==> config.mk <==
export PLATFORM = sky130hd
export DESIGN_NAME = aes_decrypt_sequencer
export DESIGN_NICKNAME = d
export VERILOG_FILES = /design/src/rtl/aes_decrypt_sequencer.sv
export SDC_FILE = /design/constraint.sdc
export NUM_CORES = 1
export LEC_CHECK = 0
export ABC_AREA = 1
export BUFFER_PORTS_ARGS = -buffer_cell sky130_fd_sc_hd__buf_4
export CAP_MARGIN = 20
export CORE_MARGIN = 1.5
export CORE_UTILIZATION = 40
export DETAILED_ROUTE_END_ITERATION = 10
export PLACE_DENSITY = 0.68
export SKIP_CTS_REPAIR_TIMING = 1
export SLEW_MARGIN = 10
export SYNTH_ARGS = -nofsm -noshare
export SYNTH_HDL_FRONTEND = slang
export SYNTH_SLANG_ARGS = --single-unit
==> constraint.sdc <==
create_clock -name clk -period 4.6 [get_ports clk]
set_clock_uncertainty 0.2 [all_clocks]
set_input_delay 0 -clock clk [delete_from_list [all_inputs] [get_ports clk]]
set_output_delay 0 -clock clk [all_outputs]
set_load 0.1 [all_outputs]
==> src/rtl/aes_decrypt_sequencer.sv <==
// aes_decrypt_sequencer: Moore control FSM sequencing key expansion and the AES-128 inverse cipher rounds.
module aes_decrypt_sequencer #(
    parameter int NUM_ROUNDS     = 10,
    parameter int KEY_EXP_CYCLES = 10
) (
    input  logic        clk,
    input  logic        reset,
    input  logic        start,
    output logic [31:0] state_number,
    output logic        mux_enable,
    output logic [1:0]  mux_sel,
    output logic [3:0]  round_key_idx,
    output logic [1:0]  imc_word_sel,
    output logic        imc_word_en,
    output logic        busy,
    output logic        done
);
    localparam logic [3:0] S_IDLE     = 4'd0;
    localparam logic [3:0] S_KEYEXP   = 4'd1;
    localparam logic [3:0] S_INIT_ARK = 4'd2;
    localparam logic [3:0] S_R_ISR    = 4'd3;
    localparam logic [3:0] S_R_ISB    = 4'd4;
    localparam logic [3:0] S_R_ARK    = 4'd5;
    localparam logic [3:0] S_R_IMC    = 4'd6;
    localparam logic [3:0] S_F_ISR    = 4'd7;
    localparam logic [3:0] S_F_ISB    = 4'd8;
    localparam logic [3:0] S_F_ARK    = 4'd9;
    localparam logic [3:0] S_DONE     = 4'd11;
    localparam int         CW         = KEY_EXP_CYCLES > 3 ? $clog2(KEY_EXP_CYCLES) : 2;
    localparam logic [3:0] NR         = 4'(NUM_ROUNDS);

    logic [3:0]    r_state, w_next;
    logic [CW-1:0] r_cnt, w_cnt;
    logic [3:0]    r_round, w_round;
    logic [3:0]    r_rk, w_rk;
    logic          w_last_key, w_last_word, w_last_round;

    assign w_last_key   = r_cnt == CW'(KEY_EXP_CYCLES - 1);
    assign w_last_word  = r_cnt[1:0] == 2'd3;
    assign w_last_round = r_round == NR - 4'd1;

    // r_cnt doubles as the key-expansion cycle counter and the InvMixColumns word index
    always_comb begin
        w_next  = r_state;
        w_cnt   = r_cnt;
        w_round = r_round;
        w_rk    = r_rk;
        case (r_state)
            S_IDLE: if (start) begin
                w_next  = S_KEYEXP;
                w_cnt   = '0;
                w_round = 4'd1;
            end
            S_KEYEXP: begin
                w_next = w_last_key ? S_INIT_ARK : S_KEYEXP;
                w_cnt  = w_last_key ? '0 : r_cnt + CW'(1);
                w_rk   = w_last_key ? NR : r_rk;
            end
            S_INIT_ARK: w_next = S_R_ISR;
            S_R_ISR:    w_next = S_R_ISB;
            S_R_ISB: begin
                w_next = S_R_ARK;
                w_rk   = NR - r_round;
            end
            S_R_ARK: begin
                w_next = S_R_IMC;
                w_cnt  = '0;
            end
            S_R_IMC: begin
                w_next  = !w_last_word ? S_R_IMC : w_last_round ? S_F_ISR : S_R_ISR;
                w_cnt   = w_last_word ? '0 : r_cnt + CW'(1);
                w_round = w_last_word && !w_last_round ? r_round + 4'd1 : r_round;
            end
            S_F_ISR: w_next = S_F_ISB;
            S_F_ISB: begin
                w_next = S_F_ARK;
                w_rk   = 4'd0;
            end
            S_F_ARK: w_next = S_DONE;
            S_DONE:  w_next = start ? S_DONE : S_IDLE;
            default: w_next = S_IDLE;
        endcase
    end

    always_ff @(posedge clk) begin
        if (reset) begin
            r_state <= S_IDLE;
            r_cnt   <= '0;
            r_round <= 4'd1;
            r_rk    <= 4'd0;
        end else begin
            r_state <= w_next;
            r_cnt   <= w_cnt;
            r_round <= w_round;
            r_rk    <= w_rk;
        end
    end

    assign state_number  = 32'(r_state);
    assign imc_word_en   = r_state == S_R_IMC;
    assign imc_word_sel  = imc_word_en ? r_cnt[1:0] : 2'd0;
    assign mux_sel       = (r_state == S_R_ISR || r_state == S_F_ISR) ? 2'd1 :
                           (r_state == S_R_ISB || r_state == S_F_ISB) ? 2'd2 :
                           imc_word_en ? 2'd3 : 2'd0;
    assign mux_enable    = (r_state inside {S_INIT_ARK, S_R_ISR, S_R_ISB, S_R_ARK, S_F_ISR, S_F_ISB, S_F_ARK})
                           || (imc_word_en && w_last_word);
    assign round_key_idx = r_rk;
    assign busy          = r_state != S_IDLE && r_state != S_DONE;
    assign done          = r_state == S_DONE;
endmodule

Word-level counts from Yosys, hierarchy flattened
Cells that the tools add are included.
{ "word_totals": {"out_inout_bits": 44, "reg_bits": 16, "wordCells": 58, "inputBits": 3} }
{ "classes": {"addsub": 3, "eq_ne": 17, "muxes": 18, "n_reduce_logical": 16} }
{ "ops": {"columns": ["op", "n"], "rows": [
  ["4-bit case mux with 11 select lines", 1],
  ["4-bit two-way mux", 7],
  ["4-bit == test, second input constant", 5],
  ["4-bit by 3-bit == test with 1-bit output, second input constant", 4],
  ["4-bit case mux with 4 select lines", 1],
  ["4-bit case mux with 3 select lines", 1],
  ["2-bit two-way mux", 5],
  ["4-bit by 1-bit adder with 4-bit output, second input constant", 2],
  ["4-bit by 2-bit == test with 1-bit output, second input constant", 2],
  ["4-bit case mux with 2 select lines", 1],
  ["4-bit nonzero test", 2],
  ["7-bit nonzero test", 1],
  ["3-bit two-way mux", 2],
  ["4-bit by 1-bit == test with 1-bit output, second input constant", 1],
  ["4-bit zero test", 1],
  ["2-bit inequality test, second input constant", 2],
  ["4-bit inequality test, second input constant", 1],
  ["2-bit AND reduction", 2],
  ["4-bit subtractor, first input constant", 1],
  ["1-bit logical AND", 3],
  ["1-bit logical OR", 3],
  ["3-bit AND reduction", 1],
  ["3-bit nonzero test", 1],
  ["2-bit == test, second input constant", 1],
  ["3 further kinds", 3]
]} }

Logic depth before layout (Yosys ltp)
{ "logic_depth": {"depth_word": 5, "ltp_mapped": 9, "ltp_nobuf": 9} }

Worst setup path before layout
No wires, ideal clock.
{ "synth_timing": {"kind": "flip-flop to output port", "start": "reg r_state[3]", "end": "out busy", "path_stages_with_launch": 4, "setup_slack_ns": 0.834, "path_buffers": 0, "arrival_time_ns": 3.566, "required_time_ns": 4.400, "cell_sequence": "dfxtp_1 -> nand2_1 -> nor2_1 -> nor2_1"} }
{ "synth_via": {"elab_chain_cells": 2} }
{ "synth_lines": {"columns": ["element", "line_no", "source"], "rows": [
  ["start, declared", "32", "logic [3:0] r_state, w_next;"],
  ["start signal, assigned", "92", "r_state <= w_next;"],
  ["4-bit inequality test or 4-bit nonzero test (tied branches)", "108", "assign busy = r_state != S_IDLE && r_state != S_DONE;"],
  ["1-bit logical AND *", "108", null],
  ["end, declared", "15", "output logic busy,"]
]} }
Every way passes the cells marked *; elsewhere a longest branch is shown, timed or not.

Final worst setup path
{ "layout_timing": {"start": "reg r_state[2]", "end": "out mux_enable"} }
{ "layout_via": {"elab_chain_cells": 3} }
{ "layout_lines": {"columns": ["element", "line_no", "source"], "rows": [
  ["4-bit by 2-bit == test with 1-bit output (tied with other cells)", "105", "assign mux_enable = (r_state inside {S_INIT_ARK, S_R_ISR, S_R_ISB, S_R_ARK, S_F_ISR, S_F_ISB, S_F_ARK})"],
  ["7-bit nonzero test or 1-bit logical AND (tied branches)", "105, 106", null],
  ["1-bit logical OR *", "106", "|| (imc_word_en && w_last_word);"],
  ["end, declared", "10", "output logic mux_enable,"]
]} }
Marked as above.

==> impl_metrics.env <==
export IMPL_place_gp_congestion=0.825
export IMPL_avgSynthCellArea_um2=6.56
export IMPL_slew_violations=0
export IMPL_wl_met1_mm=1.17
export IMPL_clock_path_buffers=2
export IMPL_power_per_cell_area_mw_per_mm2=302
export IMPL_yosysTopAreaCell="dfxtp_1"
export IMPL_clock_fmax_ghz=0.521
export IMPL_die_h_um=57.9
export IMPL_cts_tree="done"
export IMPL_ant_nets=0
export IMPL_ys_ff_latch=16
export IMPL_drcViolationCount=0
export IMPL_synth_top_area_share_pct=26.5
export IMPL_layout_drive_gt1_share_pct=18.0
export IMPL_synthAdderAreaFrac_pct=5.18
export IMPL_syn_inst=184
export IMPL_drtIter0Drc=41
export IMPL_grt_use_total_pct=14.3
export IMPL_ys_types=25
export IMPL_fin_crit_ns=1.92
export IMPL_path_clk_slew_ns=0.10
export IMPL_synthTopCellsByCount="nand2_1 (42), buf_4 (29), nor2_1 (20)"
export IMPL_die_x_um=57.9
export IMPL_numCtsBuffers=3
export IMPL_tns_ns=0
export IMPL_pin_count=47
export IMPL_peakVddDrop_mv=0.150
export IMPL_power_total_uw=398
export IMPL_critPathMaxStageDelay_ns=0.39
export IMPL_die_area_mm2=0.00336
export IMPL_cp_data_arrival_time_ns=1.72
export IMPL_post_drt_wl_per_cell_um=10.0
export IMPL_nNetsFinal=214
export IMPL_crit_fanout=11
export IMPL_synth_most_common_cell="nand2_1"
export IMPL_rsz0062_at_grt="false"
export IMPL_synthXorXnorAreaFrac_pct=0.725
export IMPL_hold_violations=0
export IMPL_grt_antenna_before_repair=0
export IMPL_leakagePower_nw=0.673
export IMPL_critical_path_top_delay_family="buffers and inverters"
export IMPL_synth_top_family_by_area="simple AND/OR/NAND/NOR gates"
export IMPL_worstPathRequired_ns=4.40
export IMPL_wl_met2_mm=1.06
export IMPL_top_layer_used="met4"
export IMPL_cts_root_buf="clkbuf_4"
export IMPL_synth_seq_area_share_pct=26.5
export IMPL_cp_end_kind="output pin"
export IMPL_async_flop_share_pct=0
export IMPL_grt_pass1_vias=880
export IMPL_drt_pass1_iterations=6
export IMPL_viasPerCell=4.61
export IMPL_startpoint_type="flop"
export IMPL_path_cells="inv_1, nor2_4, nand2_2, inv_4, nand2_1, nand4_1, buf_4"
export IMPL_slowest_stage="dfxtp_1"
export IMPL_muxShareOfSynthArea_pct=0
export IMPL_max_cap_viol_count=0
export IMPL_min_path_type="flop to flop"
export IMPL_setup_viol=0
export IMPL_fillers=288
export IMPL_yosys_area_share_simple_pct=31.4
export IMPL_wl_mm=2.36
export IMPL_io_buffer_count=18
export IMPL_synthFlopType="dfxtp_1"
export IMPL_core_area_mm2=0.00281
export IMPL_status="completed"
export IMPL_yosys_top_cells_area="dfxtp_1 (27%), buf_4 (18%), nand2_1 (13%)"
export IMPL_path_buf_inv=3
export IMPL_grt_remaining_overflow=0
export IMPL_yosysWarningCount=0
export IMPL_clock_sinks=16
export IMPL_synth_edf_count=0
export IMPL_htreeDepth=1
export IMPL_clk_latency_ns=0.29
export IMPL_grt_max_degree=13
export IMPL_fin_crit_sh_pct=41.7
export IMPL_synth_compound_area_share_pct=10.8
export IMPL_syn_area_mm2=0.00121
export IMPL_antenna_cells=0
export IMPL_rows=19
export IMPL_dpl_hpwl_mm=1.82
export IMPL_wl_met3_um=112
export IMPL_grt_pass1_wl_mm=3.72
export IMPL_start_util_pct=43.0
export IMPL_crit_type="flop to output pin"
export IMPL_area_growth_pct=9.12
export IMPL_vias=1089
==> worst paths after layout <==
| check | startpoint | endpoint | cells after the start | slack (ns) |
|---|---|---|---|---|
| worst max-delay path | r_state[2] | mux_enable | 7 | 2.68 |
| worst min-delay path | round_key_idx[2] | round_key_idx[2] | 2 | 0.27 |
| worst max register to register | r_state[2] | r_round[2] | 8 | 2.87 |
| worst min register to register | round_key_idx[2] | round_key_idx[2] | 2 | 0.27 |
==> final cells by class <==
cell class	instances	area, um2	area share (%)
inverters	21	81.3	6.17
repair buffers	20	155	11.8
flip-flops and latches	16	320	24.3
multi-input cells	144	686	52.0
well taps	31	38.8	2.94
clock buffers	4	36.3	2.75
==> cells by family (layout without fill, tap and decap cells) <==
group | Yosys count | in the layout
flops | 16 | 16
compound gates | 23 | 23
xor+xnor | 1 | 1
simple gates | 87 | 87
other cells | 1 | 28
fa+ha+maj | 5 | 5
buf+inv | 51 | 45
==> per-layer routing <==
layer | vias to the layer above | track usage (%)
met2 | 36 | 22.9
met1 | 478 | 18.7
met3 | 2 | 4.69
met5 | - | 0
met4 | 0 | 2.99
li1 | 573 | -
==> stage by stage <==
stage | hold slack (ns) | utilization [%] | cells | worst slack [ns] | area [um2]
2_1_floorplan | -0.0464 | - | 211 | 0.834 | 1310
3_3_place_gp | 0.0833 | 45.0 | 230 | 2.96 | 1260
3_5_place_dp | 0.0862 | 45.0 | 230 | 2.95 | 1260
4_1_cts | -0.243 | 46.3 | 234 | 2.65 | 1300
5_1_grt | 0.275 | 47.0 | 236 | 2.54 | 1320
6_report | 0.269 | 47.0 | 236 | 2.68 | 1320
==> layout by cell type (no fill, tap or decap), types with 2 or more instances in the layout <==
master | netlist | routed
nand2_1 | 42 | 42
conb_1 | 1 | 28
nor2_1 | 20 | 20
buf_4 | 29 | 18
dfxtp_1 | 16 | 16
nand3_1 | 15 | 15
inv_1 | 13 | 13
a21oi_1 | 11 | 11
inv_2 | 7 | 7
ha_1 | 5 | 5
nand4_1 | 4 | 4
o21ai_1 | 4 | 4
o21ai_0 | 3 | 3
clkbuf_4 | 0 | 3
nor2_4 | 2 | 2
nand2_2 | 2 | 2
dlygate4sd3_1 | 0 | 2
==> where the power goes <==
part / total, mW / internal (mW) / switching, mW
Combinational: 0.152 / 0.0163 / 0.136
Clock: 0.0946 / 0.0483 / 0.0463
Sequential: 0.151 / 0.143 / 0.00759
Total: 0.398 / 0.208 / 0.190
==> tightest hold or removal path, cell delays in order (launching register included) <==
cell	delay, ns
dfxtp_1	0.33
nand2_1	0.06
a21oi_1	0.05
==> registers in the layout, summed over array words and instances, names as in the netlist <==
signal	cells
r_cnt	4
r_round	4
r_state	4
round_key_idx	4
Note: power is estimated with default switching activity, not from simulation.
